--- src/rtl/cpu2_pkg.sv ---
// cpu2_pkg: shared definitions for the cpu2 multicycle core.
//   DW/AW      : data and address widths
//   OP_*       : 4-bit opcodes carried in IR[7:4]
//   state_t    : control FSM states
package cpu2_pkg;

  localparam int DW = 8;
  localparam int AW = 4;

  localparam logic [3:0] OP_NOP   = 4'h0;
  localparam logic [3:0] OP_LOAD  = 4'h1;
  localparam logic [3:0] OP_STORE = 4'h2;
  localparam logic [3:0] OP_ADD   = 4'h3;
  localparam logic [3:0] OP_SUB   = 4'h4;
  localparam logic [3:0] OP_INC   = 4'h5;
  localparam logic [3:0] OP_COM   = 4'h6;
  localparam logic [3:0] OP_JMP   = 4'h7;
  localparam logic [3:0] OP_JZ    = 4'h8;
  localparam logic [3:0] OP_HALT  = 4'hF;

  typedef enum logic [1:0] {
    S_FETCH,
    S_EXEC,
    S_WRITE,
    S_HALT
  } state_t;

endpackage

--- src/rtl/cpu2_alu.sv ---
// cpu2_alu: combinational datapath for the cpu2 core.
//   op      in  4 : opcode from IR[7:4]
//   acc     in  8 : accumulator A
//   operand in  8 : memory read data M[a]
//   result  out 8 : new A (LOAD/ADD/SUB) or new D (STORE/INC/COM)
module cpu2_alu
  import cpu2_pkg::*;
(
  input  logic [3:0]    op,
  input  logic [DW-1:0] acc,
  input  logic [DW-1:0] operand,
  output logic [DW-1:0] result
);

  always_comb begin
    result = acc;
    case (op)
      OP_LOAD:  result = operand;
      OP_STORE: result = acc;
      OP_ADD:   result = acc + operand;
      OP_SUB:   result = acc - operand;
      OP_INC:   result = operand + 8'd1;
      OP_COM:   result = ~operand;
      default:  result = acc;
    endcase
  end

endmodule

--- src/rtl/cpu2.sv ---
// cpu2: minimal 8-bit multicycle accumulator CPU driving a 16x8 unified memory.
//   clk       in  1 : clock, rising edge
//   reset     in  1 : asynchronous active-low reset
//   read      out 1 : read strobe (FETCH, EXEC)
//   write     out 1 : write strobe (WRITE)
//   memoryOut in  8 : combinational M[address]
//   memoryIn  out 8 : write data (always D)
//   address   out 4 : memory address
module cpu2
  import cpu2_pkg::*;
(
  input  logic          clk,
  input  logic          reset,
  output logic          read,
  output logic          write,
  input  logic [DW-1:0] memoryOut,
  output logic [DW-1:0] memoryIn,
  output logic [AW-1:0] address
);

  state_t        state_q;
  logic [AW-1:0] pc_q;
  logic [DW-1:0] ir_q;
  logic [DW-1:0] acc_q;
  logic [DW-1:0] d_q;
  logic [DW-1:0] alu_res;

  cpu2_alu u_alu (
    .op      (ir_q[7:4]),
    .acc     (acc_q),
    .operand (memoryOut),
    .result  (alu_res)
  );

  always_ff @(posedge clk or negedge reset) begin
    if (!reset) begin
      state_q <= S_FETCH;
      pc_q    <= '0;
      ir_q    <= '0;
      acc_q   <= '0;
      d_q     <= '0;
    end else begin
      case (state_q)
        S_FETCH: begin
          ir_q    <= memoryOut;
          pc_q    <= pc_q + 4'd1;
          state_q <= S_EXEC;
        end
        S_EXEC: begin
          state_q <= S_FETCH;
          case (ir_q[7:4])
            OP_LOAD, OP_ADD, OP_SUB: acc_q <= alu_res;
            OP_STORE, OP_INC, OP_COM: begin
              d_q     <= alu_res;
              state_q <= S_WRITE;
            end
            OP_JMP: pc_q <= ir_q[3:0];
            OP_JZ: begin
              if (acc_q == '0) pc_q <= ir_q[3:0];
            end
            OP_HALT: state_q <= S_HALT;
            default: ;
          endcase
        end
        S_WRITE: state_q <= S_FETCH;
        S_HALT:  state_q <= S_HALT;
        default: state_q <= S_FETCH;
      endcase
    end
  end

  // Strobes are gated by reset so an aborted WRITE never reaches memory.
  always_comb begin
    read    = 1'b0;
    write   = 1'b0;
    address = '0;
    if (reset) begin
      unique case (state_q)
        S_FETCH: begin
          read    = 1'b1;
          address = pc_q;
        end
        S_EXEC: begin
          read    = 1'b1;
          address = ir_q[3:0];
        end
        S_WRITE: begin
          write   = 1'b1;
          address = ir_q[3:0];
        end
        S_HALT: address = pc_q;
        default: ;
      endcase
    end
  end

  assign memoryIn = d_q;

endmodule

--- config.mk ---
export PLATFORM = sky130hd
export DESIGN_NAME = cpu2
export DESIGN_NICKNAME = d
export VERILOG_FILES = /design/src/rtl/cpu2_pkg.sv /design/src/rtl/cpu2_alu.sv /design/src/rtl/cpu2.sv
export SDC_FILE = /design/constraint.sdc
export NUM_CORES = 1
export LEC_CHECK = 0
export CAP_MARGIN = 20
export CORE_MARGIN = 2
export CORE_UTILIZATION = 45
export DETAILED_ROUTE_END_ITERATION = 6
export GPL_TIMING_DRIVEN = 0
export HOLD_SLACK_MARGIN = 0.15
export PLACE_DENSITY = 0.65
export SETUP_SLACK_MARGIN = 0.1
export SKIP_LAST_GASP = 1
export SYNTH_ARGS = -nofsm -noshare
export SYNTH_HDL_FRONTEND = slang
export SYNTH_HIERARCHICAL = 1
export SYNTH_SLANG_ARGS = --single-unit
--- constraint.sdc ---
create_clock -name clk -period 6.1 [get_ports clk]
set_input_delay 1.22 -clock clk [delete_from_list [all_inputs] [get_ports clk]]
set_output_delay 1.22 -clock clk [all_outputs]
set_load 0.02 [all_outputs]
Word-level counts from Yosys, hierarchy flattened
Cells that the tools add are included.

$add $sub $neg: 4. Equal/unequal tests: 14. Muxes and demuxes: 12. Bitwise gates (word level): 1. Reductions and logical operators: 11.

Operator list (count): $pmux W8 S5 (1); $pmux W4 S2 (3); $eq A4 B3 Y1 const B (4); $add A8 B1 Y8 const B (1); $add A8 B8 Y8 (1); $eq A4 B2 Y1 const B (2); $eq A4 B4 Y1 const B (2); $logic_not A8 Y1 (1); $mux W4 (2); $not A8 Y8 (1); $pmux W2 S4 (1); $sub A8 B8 Y8 (1); $reduce_or A2 Y1 (3); $reduce_or A3 Y1 (2); $add A4 B1 Y4 const B (1); $eq A2 B2 Y1 const B (2); $eq A4 B1 Y1 const B (1); $mux W1 (4); $pmux W2 S2 (1); $reduce_and A2 Y1 (2); $ne A3 B1 Y1 const B (1); $ne A3 B3 Y1 const B (1); $reduce_and A3 Y1 (1); $eq A2 B1 Y1 const B (1); other kinds (2) (2).

Flip-flop bits (word level): 30. Input bits: 10. Logic and storage cells: 47.

Logic depth before layout (Yosys ltp)
Gate-level depths: netlist (run 1).

Depth after elaboration: 4. Mapped depth: 11.

By module
Netlist (run 1), hierarchy kept.

By module, submodules not included: cpu2 (instances 1, cells an instance 106, area an instance 1445.1 um^2, seq. area each 750.7 um^2); cpu2_alu (instances 1, cells an instance 149, area an instance 1062.3 um^2, seq. area each 0.0 um^2).

Worst setup path after synthesis (run 1)
No wires, ideal clock.

Path kind: input-to-reg. Start point: input port memoryOut[0]. End point: register d_q[6], in the netlist memoryIn[6]. Setup time: 0.125 ns. Arrival: 2.936 ns. Required time: 5.975 ns. Path slack: 3.040 ns. Stages on the path: 8. Buffers on the path: 0. Cell sequence: ha_1 fa_1 a21o_1 a221oi_1 xnor2_1 a211oi_1 a31oi_1 mux2_2.

Longest elaborated chain between the ends: 2.

Ends and longest elaborated chain: start: declaration (RTL line cpu2.sv:16) `input logic [DW-1:0] memoryOut,`; $add A8 B1 Y8, or another cell as far along (RTL line cpu2_alu.sv:22) `OP_INC: result = operand + 8'd1;`; $pmux W8 S5 * (RTL line cpu2_alu.sv:17) `case (op)`; via alu_res[6] (RTL line cpu2.sv:26) `logic [DW-1:0] alu_res;`; end signal: assignment (RTL line cpu2.sv:54) `d_q <= alu_res;`; end: declaration (RTL line cpu2.sv:25) `logic [DW-1:0] d_q;`.

Mark *: on every way through the listed nets, which the timed path passes. The rest lies on a longest branch. A chain may end at the register's enable or synchronous reset.

Worst setup path after layout (run 1)
Start point: input port reset. End point: output port address[3].

Longest elaborated chain between the ends: 1.

Ends and longest elaborated chain: start: declaration (RTL line cpu2.sv:13) `input logic reset,`; $mux W4 (RTL line cpu2.sv:77) `if (reset) begin`; end: declaration (RTL line cpu2.sv:18) `output logic [AW-1:0] address`.

No other way between the ends.

==> run summary, run 1 <==
OUTCOME
----------------------------------------------------------------------------------
Result of the run ................................................... finished, final reports clean

FINAL LAYOUT
----------------------------------------------------------------------------------
Layout Cell Area excl Fill ..........................................     2935 um2
Core occupancy in the finished layout ...............................       0.5397
Area used by multi-input combinational logic ........................     1667 um2
Number of inserted diodes ...........................................            0
Net count of the finished layout ....................................          316
Area growth from synthesis to final layout ..........................       17.07%
Share of final-layout standard cells stronger than drive strength 1 .       0.1895
Combined flip-flop and latch cell area ..............................    750.7 um2
Fill cell instance count of the final layout ........................          502

SYNTHESIS
----------------------------------------------------------------------------------
Share of flip-flops with an asynchronous set or reset ...............        1.000
Post-Syn Instances ..................................................          255
Distinct cells, synth ...............................................           58
Syn_nets ............................................................          286
Number of enable flip-flop cells after synthesis ....................            0
Number of synthesized register bits .................................           30
Average size of a mapped cell .......................................    9.833 um2
Share of synthesized area occupied by flip-flops and latches ........       0.2994
Top_reg_cell synth .................................................. sky130_fd_sc_hd__dfrtp_1
Synth warn ..........................................................            6
Cell Area, Synth ....................................................     2507 um2

GLOBAL ROUTE
----------------------------------------------------------------------------------
Total gr overflow ...................................................            0
Gr usage total ......................................................       0.1951
Number of global-route vias before repair ...........................         1909
Global-route wire length before repair ..............................      9508 um
Maximum number of pins on one net before global-route repair ........           37
Initial antenna violation count .....................................            0

FLOORPLANNING
----------------------------------------------------------------------------------
Core Box Area .......................................................     5439 um2
Count of boundary I/O pins ..........................................           24
Effective utilization at floorplan ..................................       0.4610
Placement Rows ......................................................           27
DIE WIDTH ...........................................................     78.65 um
Vert. Die Dim .......................................................     78.65 um
Die ar. .............................................................     6185 um2

STA
----------------------------------------------------------------------------------
Slew at the pin with the worst max-slew slack .......................    0.7430 ns
WHS .................................................................    0.5064 ns
Normalized max-slew margin ..........................................       0.5047
Fmax ................................................................   0.2599 GHz
Clock period minus final worst setup slack ..........................     3.847 ns
Period Utilization, post-route ......................................       0.6307
Max-slew violation count ............................................            0
Fin worst setup slack ...............................................     2.253 ns
Hold Vio Cnt, Final .................................................            0
Final setup skew ....................................................   0.01086 ns
Setup-violating endpoint count in the final report ..................            0
Setup TNS ...........................................................         0 ns
Setup repair after global routing missed its margin .................           no

HOLD PATH
----------------------------------------------------------------------------------
Hold path cells .....................................................            1
Class of the tightest hold or removal check .........................      reg2reg

CTS
----------------------------------------------------------------------------------
CTS tree ............................................................          yes
Number of buffers on the longest clock path .........................            2
Total setup buffers inserted after CTS ..............................            0
Clock root buffer ................................................... sky130_fd_sc_hd__clkbuf_8
Cts bufs inserted ...................................................            5
Clock transition at the registers of the reported paths .............      0.07 ns
Num Clock Sinks .....................................................           30
Source-to-sink clock delay at the later pin of the worst-skew pair ..      0.29 ns
Number of H-tree branching levels ...................................            2
Number of instances resized during post-cts repair ..................            0
Quantity of hold-fixing buffers added after cts .....................            0

ROUTE
----------------------------------------------------------------------------------
Routed WL ...........................................................      5594 um
Antenna viol nets, final ............................................            0
Via Count ...........................................................         2002
Mean number of vias per cell ........................................        5.608
First-iteration detailed-routing DRC count ..........................          151
Average wire length per cell after detail routing ...................     15.67 um
Total DRC errors in the routed layout ...............................            0
Drt pass-1 iters ....................................................            4

SETUP PATH
----------------------------------------------------------------------------------
Worst-case reg-to-reg path depth ....................................           11
Sort of element at the end of the critical path .....................   output pin
CP startpoint kind ..................................................   input port
Endpoint arrival time on the critical path ..........................      2.63 ns
Worst endpoint required time ........................................      4.88 ns
Category of the critical setup timing path ..........................       in2out
Maximum fanout count along the critical path ........................           36

PLACED DESIGN
----------------------------------------------------------------------------------
DP Wirelength .......................................................      4336 um
Routability congestion estimate from global placement ...............       0.8480
Pre-CTS setup slack .................................................     2.204 ns
Input/output buffers ................................................           23
Total placed instance area ..........................................     2823 um2

POWER
----------------------------------------------------------------------------------
Worst IR Drop VDD ...................................................     288.1 uV
Cell area power density ............................................. 613.4 nW/um2
Leakage component of the power ......................................     1.239 nW

RUN
----------------------------------------------------------------------------------
Total of max-cap violations .........................................            0

## cell usage in the layout, fill, tap and decap left out, types with 2 or more instances in the layout
master,Yosys,routed
sky130_fd_sc_hd__a211oi_1,6,6
sky130_fd_sc_hd__a21o_1,6,6
sky130_fd_sc_hd__a21oi_1,18,18
sky130_fd_sc_hd__a222oi_1,2,2
sky130_fd_sc_hd__and2_1,2,2
sky130_fd_sc_hd__and2b_1,6,6
sky130_fd_sc_hd__and2b_2,2,2
sky130_fd_sc_hd__buf_2,3,4
sky130_fd_sc_hd__clkbuf_1,4,4
sky130_fd_sc_hd__clkbuf_8,0,6
sky130_fd_sc_hd__clkdlybuf4s50_1,0,22
sky130_fd_sc_hd__dfrtp_1,30,30
sky130_fd_sc_hd__fa_1,2,2
sky130_fd_sc_hd__ha_1,19,19
sky130_fd_sc_hd__inv_1,11,11
sky130_fd_sc_hd__mux2_2,30,30
sky130_fd_sc_hd__mux2i_1,5,5
sky130_fd_sc_hd__nand2_1,14,14
sky130_fd_sc_hd__nand3_1,4,4
sky130_fd_sc_hd__nor2_1,11,11
sky130_fd_sc_hd__nor2b_1,9,9
sky130_fd_sc_hd__nor3_1,3,3
sky130_fd_sc_hd__nor3b_1,2,2
sky130_fd_sc_hd__nor4_1,3,3
sky130_fd_sc_hd__o211a_1,3,3
sky130_fd_sc_hd__o211ai_1,2,2
sky130_fd_sc_hd__o21a_1,4,4
sky130_fd_sc_hd__o21ai_0,7,7
sky130_fd_sc_hd__o21ai_1,3,3
sky130_fd_sc_hd__o221ai_1,3,3
sky130_fd_sc_hd__or3_1,2,2
sky130_fd_sc_hd__xnor2_1,8,8
sky130_fd_sc_hd__xor2_1,4,4
## per-stage QoR
stage | instances | power (mW)
2_1_floorplan | 255 | 1.287
3_3_place_gp | 350 | 1.577
3_5_place_dp | 350 | 1.593
4_1_cts | 357 | 1.805
5_1_grt | 357 | 1.957
6_report | 357 | 1.801
## critical path: stages
cell and delay, ns:
sky130_fd_sc_hd__buf_2 0.57, sky130_fd_sc_hd__nor2b_1 0.21, sky130_fd_sc_hd__clkdlybuf4s50_1 0.61
## final timing paths
kind,startpoint,to,slack [ns]
max reg2reg,ir_q[4],memoryIn[6],2.75
min,memoryIn[7],memoryIn[7],0.51
max,reset,address[3],2.25
max in group asynchronous,reset,ir_q[3],4.62
min in group asynchronous,reset,memoryIn[7],0.99
min reg2reg,memoryIn[7],memoryIn[7],0.51
## cell type report
type,instances,area share
Clock inverter,1,0.01023
Buffer,9,0.01662
Tap cell,72,0.03069
Inverter,11,0.01407
Timing Repair Buffer,23,0.07673
Clock buffer,6,0.02813
Sequential cell,30,0.2558
Multi-Input combinational cell,205,0.5678
## per-layer routing
metal	GRT usage	up-vias	share of wire
met4	0.03860	0	0.0068
met2	0.2983	43	0.46
met3	0.04253	6	0.050
met1	0.2835	945	0.48
met5	0	-	0
li1	-	1008	-
## Yosys cell counts, types with 5 or more instances
cell type	instances	area, um2
sky130_fd_sc_hd__mux2i_1	5	50.05
sky130_fd_sc_hd__ha_1	19	237.7
sky130_fd_sc_hd__a211oi_1	6	45.04
sky130_fd_sc_hd__and2b_1	6	45.04
sky130_fd_sc_hd__o21ai_0	7	35.03
sky130_fd_sc_hd__a21oi_1	18	90.09
sky130_fd_sc_hd__mux2_2	30	337.8
sky130_fd_sc_hd__nand2_1	14	52.55
sky130_fd_sc_hd__dfrtp_1	30	750.7
sky130_fd_sc_hd__a21o_1	6	45.04
sky130_fd_sc_hd__nor2_1	11	41.29
sky130_fd_sc_hd__inv_1	11	41.29
sky130_fd_sc_hd__xnor2_1	8	70.07
sky130_fd_sc_hd__nor2b_1	9	56.30
## power by group
part,total (mW),switching (mW),internal [mW]
sequential,0.417,0.115,0.303
combinational,1.18,0.597,0.582
clock,0.205,0.0740,0.131
## cell families after synthesis
| group | synth area share |
|---|---|
| buf+inv | 0.03593 |
| compound gates | 0.1841 |
| mux | 0.1547 |
| flops | 0.2994 |
| fa+ha+maj | 0.1108 |
| xor+xnor | 0.04192 |
| simple gates | 0.1732 |
## sequential cells by signal (all words and copies together) (netlist names)
| name | cells |
|---|---|
| memoryIn | 8 |
| acc_q | 8 |
| ir_q | 8 |
| pc_q | 4 |
| state_q | 2 |
Note: power is estimated with default switching activity, not from simulation.
==> run 2: changes to the inputs <==
- PLACE_DENSITY: 0.65 -> 0.68
- clock period: 6.1 -> 3.5 ns (I/O delays scaled with it)
==> run summary, run 2 (same netlist as run 1, synthesis figures left out) <==
OUTCOME
----------------------------------------------------------------------------------
Result of the run ................................................... finished, final reports clean

POWER
----------------------------------------------------------------------------------
Worst IR Drop VDD ...................................................     443.2 uV   +54%
Cell Int Power ......................................................     1.719 mW   +69%
Power consumption ...................................................     3.113 mW   +73%
Combinational power share ...........................................        0.674   +0.019
Cell area power density .............................................  1060 nW/um2   +73%
Leakage component of the power ......................................     1.234 nW   -0.36%
Relative contribution of the clock network to total power ...........        0.093   -0.021
Switching part of the total .........................................       0.4477   +0.01152
Switching power of the nets .........................................     1.394 mW   +77%
Proportion of power drawn by flip-flops and latches .................        0.234   +0.002

SETUP PATH
----------------------------------------------------------------------------------
Startpoint of the most critical register-to-register path ...........      ir_q[4]
Endpoint arrival time on the critical path ..........................      3.46 ns   +0.83 ns
Sort of element at the end of the critical path .....................    flip-flop
R2R Path End ........................................................     acc_q[6]
Worst-case reg-to-reg path depth ....................................           11   unchanged
Capturing instance or port of the critical path .....................     acc_q[6]
Worst endpoint required time ........................................      3.67 ns   -1.21 ns
Maximum fanout count along the critical path ........................           10   -72%
CP startpoint kind ..................................................    flip-flop
Worst reg-to-reg setup slack ........................................      0.21 ns   -2.54 ns
Crit. Startpoint ....................................................      ir_q[4]
Category of the critical setup timing path ..........................      reg2reg

GLOBAL ROUTE
----------------------------------------------------------------------------------
Gr usage total ......................................................       0.2003   +0.005261
Maximum number of pins on one net before global-route repair ........           37   unchanged
Total gr overflow ...................................................            0   unchanged
Number of global-route vias before repair ...........................         2009   +5.2%
Global-route wire length before repair ..............................      9811 um   +3.2%
Initial antenna violation count .....................................            0   unchanged

ROUTE
----------------------------------------------------------------------------------
Routed WL ...........................................................      5703 um   +1.9%
First-iteration detailed-routing DRC count ..........................          200   +32%
Drt pass-1 iters ....................................................            4   unchanged
Average wire length per cell after detail routing ...................     15.93 um   +1.7%
Antenna viol nets, final ............................................            0   unchanged
Via Count ...........................................................         2035   +1.6%
Mean number of vias per cell ........................................        5.684   +1.4%
Total DRC errors in the routed layout ...............................            0   unchanged

FLOORPLANNING
----------------------------------------------------------------------------------
Vert. Die Dim .......................................................     78.65 um   unchanged
Die ar. .............................................................     6185 um2   unchanged
DIE WIDTH ...........................................................     78.65 um   unchanged
Count of boundary I/O pins ..........................................           24   unchanged
Core Box Area .......................................................     5439 um2   unchanged
Effective utilization at floorplan ..................................       0.4610   unchanged
Placement Rows ......................................................           27   unchanged

FINAL LAYOUT
----------------------------------------------------------------------------------
Fill cell instance count of the final layout ........................          491   -2.2%
Area growth from synthesis to final layout ..........................       17.17%   about the same
Share of final-layout standard cells stronger than drive strength 1 .       0.2028   +0.01332
Number of inserted diodes ...........................................            0   unchanged
Combined flip-flop and latch cell area ..............................    750.7 um2   unchanged
Area used by multi-input combinational logic ........................     1690 um2   +1.4%
Core occupancy in the finished layout ...............................       0.5401   about the same
Net count of the finished layout ....................................          316   unchanged
Most frequent cells in the layout ................................... sky130_fd_sc_hd__mux2_2 (30), sky130_fd_sc_hd__dfrtp_1 (30), sky130_fd_sc_hd__clkdlybuf4s50_1 (22), sky130_fd_sc_hd__ha_1 (19), sky130_fd_sc_hd__a21oi_1 (18)
Final Non-Filler Cells ..............................................          358   +0.28%

PLACED DESIGN
----------------------------------------------------------------------------------
Input/output buffers ................................................           23   unchanged
Routability congestion estimate from global placement ...............       0.8853   +4.4%
Number of instances in the placed design ............................          350   unchanged
DP Wirelength .......................................................      4430 um   +2.2%

CTS
----------------------------------------------------------------------------------
Number of buffers on the longest clock path .........................            2   unchanged
Clock transition at the registers of the reported paths .............      0.06 ns   about the same
CTS tree ............................................................          yes
Total setup buffers inserted after CTS ..............................            0   unchanged
Clock root buffer ................................................... sky130_fd_sc_hd__clkbuf_8
Cts bufs inserted ...................................................            5   unchanged
Number of H-tree branching levels ...................................            2   unchanged
Num Clock Sinks .....................................................           30   unchanged
Source-to-sink clock delay at the later pin of the worst-skew pair ..      0.28 ns   about the same

HOLD PATH
----------------------------------------------------------------------------------
Class of the tightest hold or removal check .........................     in2async

STA
----------------------------------------------------------------------------------
Period Utilization, post-route ......................................       0.9410
Hold Vio Cnt, Final .................................................            0   unchanged
Fmax ................................................................   0.3036 GHz
Max-slew violation count ............................................            0   unchanged
Slew at the pin with the worst max-slew slack .......................    0.7508 ns   +0.007744 ns
Setup-violating endpoint count in the final report ..................            0   unchanged
WHS .................................................................    0.4861 ns   -0.02029 ns
Setup repair after global routing missed its margin .................           no
Normalized max-slew margin ..........................................       0.4995   -0.005163
Final setup skew ....................................................  0.001744 ns   -0.009119 ns
Setup TNS ...........................................................         0 ns   unchanged
Clock period minus final worst setup slack ..........................     3.294 ns

RUN
----------------------------------------------------------------------------------
Total of max-cap violations .........................................            0   unchanged

run 2: cell types whose count changed in the layout (fill, tap and decap cells not counted):
cell and delta:
sky130_fd_sc_hd__clkbuf_1 +1, sky130_fd_sc_hd__bufinv_16 -1, sky130_fd_sc_hd__a221oi_1 -1, sky130_fd_sc_hd__a31oi_1 -1
sky130_fd_sc_hd__a311oi_2 +1, sky130_fd_sc_hd__a211oi_1 -1, sky130_fd_sc_hd__a31oi_2 +1, sky130_fd_sc_hd__clkinv_2 +1
sky130_fd_sc_hd__a221oi_2 +1, sky130_fd_sc_hd__a311oi_1 -1, sky130_fd_sc_hd__a211oi_2 +1
run 2: per-layer routing:
metal	GRT usage	vias up	part of all wire
met5	0	-	0
met4	0.05614	0	0.015
met3	0.03333	10	0.032
met2	0.3342	35	0.48
met1	0.2675	990	0.48
li1	-	1000	-
run 2: worst min path at each step:
stage,from,end,slack (ns),cells past startpoint
after floorplan,reset,acc_q[0],0.40,0
after global placement,memoryIn[7],memoryIn[7],0.49,1
after detailed placement,memoryIn[6],memoryIn[6],0.50,1
after CTS,reset,acc_q[4],0.50,1
after global routing,memoryIn[6],memoryIn[6],0.53,1
final,reset,ir_q[6],0.49,1
run 2: worst max-delay path: stages, from the launching register on:
cell	delay [ns]
sky130_fd_sc_hd__dfrtp_1	0.45
sky130_fd_sc_hd__buf_2	0.21
sky130_fd_sc_hd__and4bb_2	0.31
sky130_fd_sc_hd__or2_2	0.29
sky130_fd_sc_hd__ha_1	0.21
sky130_fd_sc_hd__fa_1	0.41
sky130_fd_sc_hd__a21o_1	0.21
sky130_fd_sc_hd__a221oi_2	0.26
sky130_fd_sc_hd__xnor2_1	0.12
sky130_fd_sc_hd__a211oi_2	0.26
sky130_fd_sc_hd__a31oi_2	0.16
sky130_fd_sc_hd__mux2_2	0.28
run 2: timing repair:
item | CTS | global route
setup endpoints to repair | 0 | 4
hold buffers | 0 | 0
resized for setup | 0 | 4
run 2: area by class of cell:
cell class | count | area share
Buffer | 9 | 0.01661
Clock buffer | 7 | 0.02939
Clock inverter | 1 | 0.001704
Inverter | 11 | 0.01405
Multi-Input combinational cell | 205 | 0.5754
Sequential cell | 30 | 0.2555
Tap cell | 72 | 0.03066
Timing Repair Buffer | 23 | 0.07666
run 2: power groups by stage:
stage / logic (mW) / clock network [mW] / registers [mW]
after floorplan: 1.52 / 0 / 0.728
after global placement: 2.01 / 0 / 0.726
after detailed placement: 2.05 / 0 / 0.734
after CTS: 2.06 / 0.294 / 0.730
after global routing: 2.31 / 0.311 / 0.762
final: 2.10 / 0.288 / 0.728
run 2: per-stage QoR:
step	instance area, um2	worst slack (ns)
final	2938	0.2065
after global routing	2938	0.1076
after CTS	2914	0.1766
after detailed placement	2823	0.1483
after global placement	2828	-0.3066
after floorplan	2507	0.5354
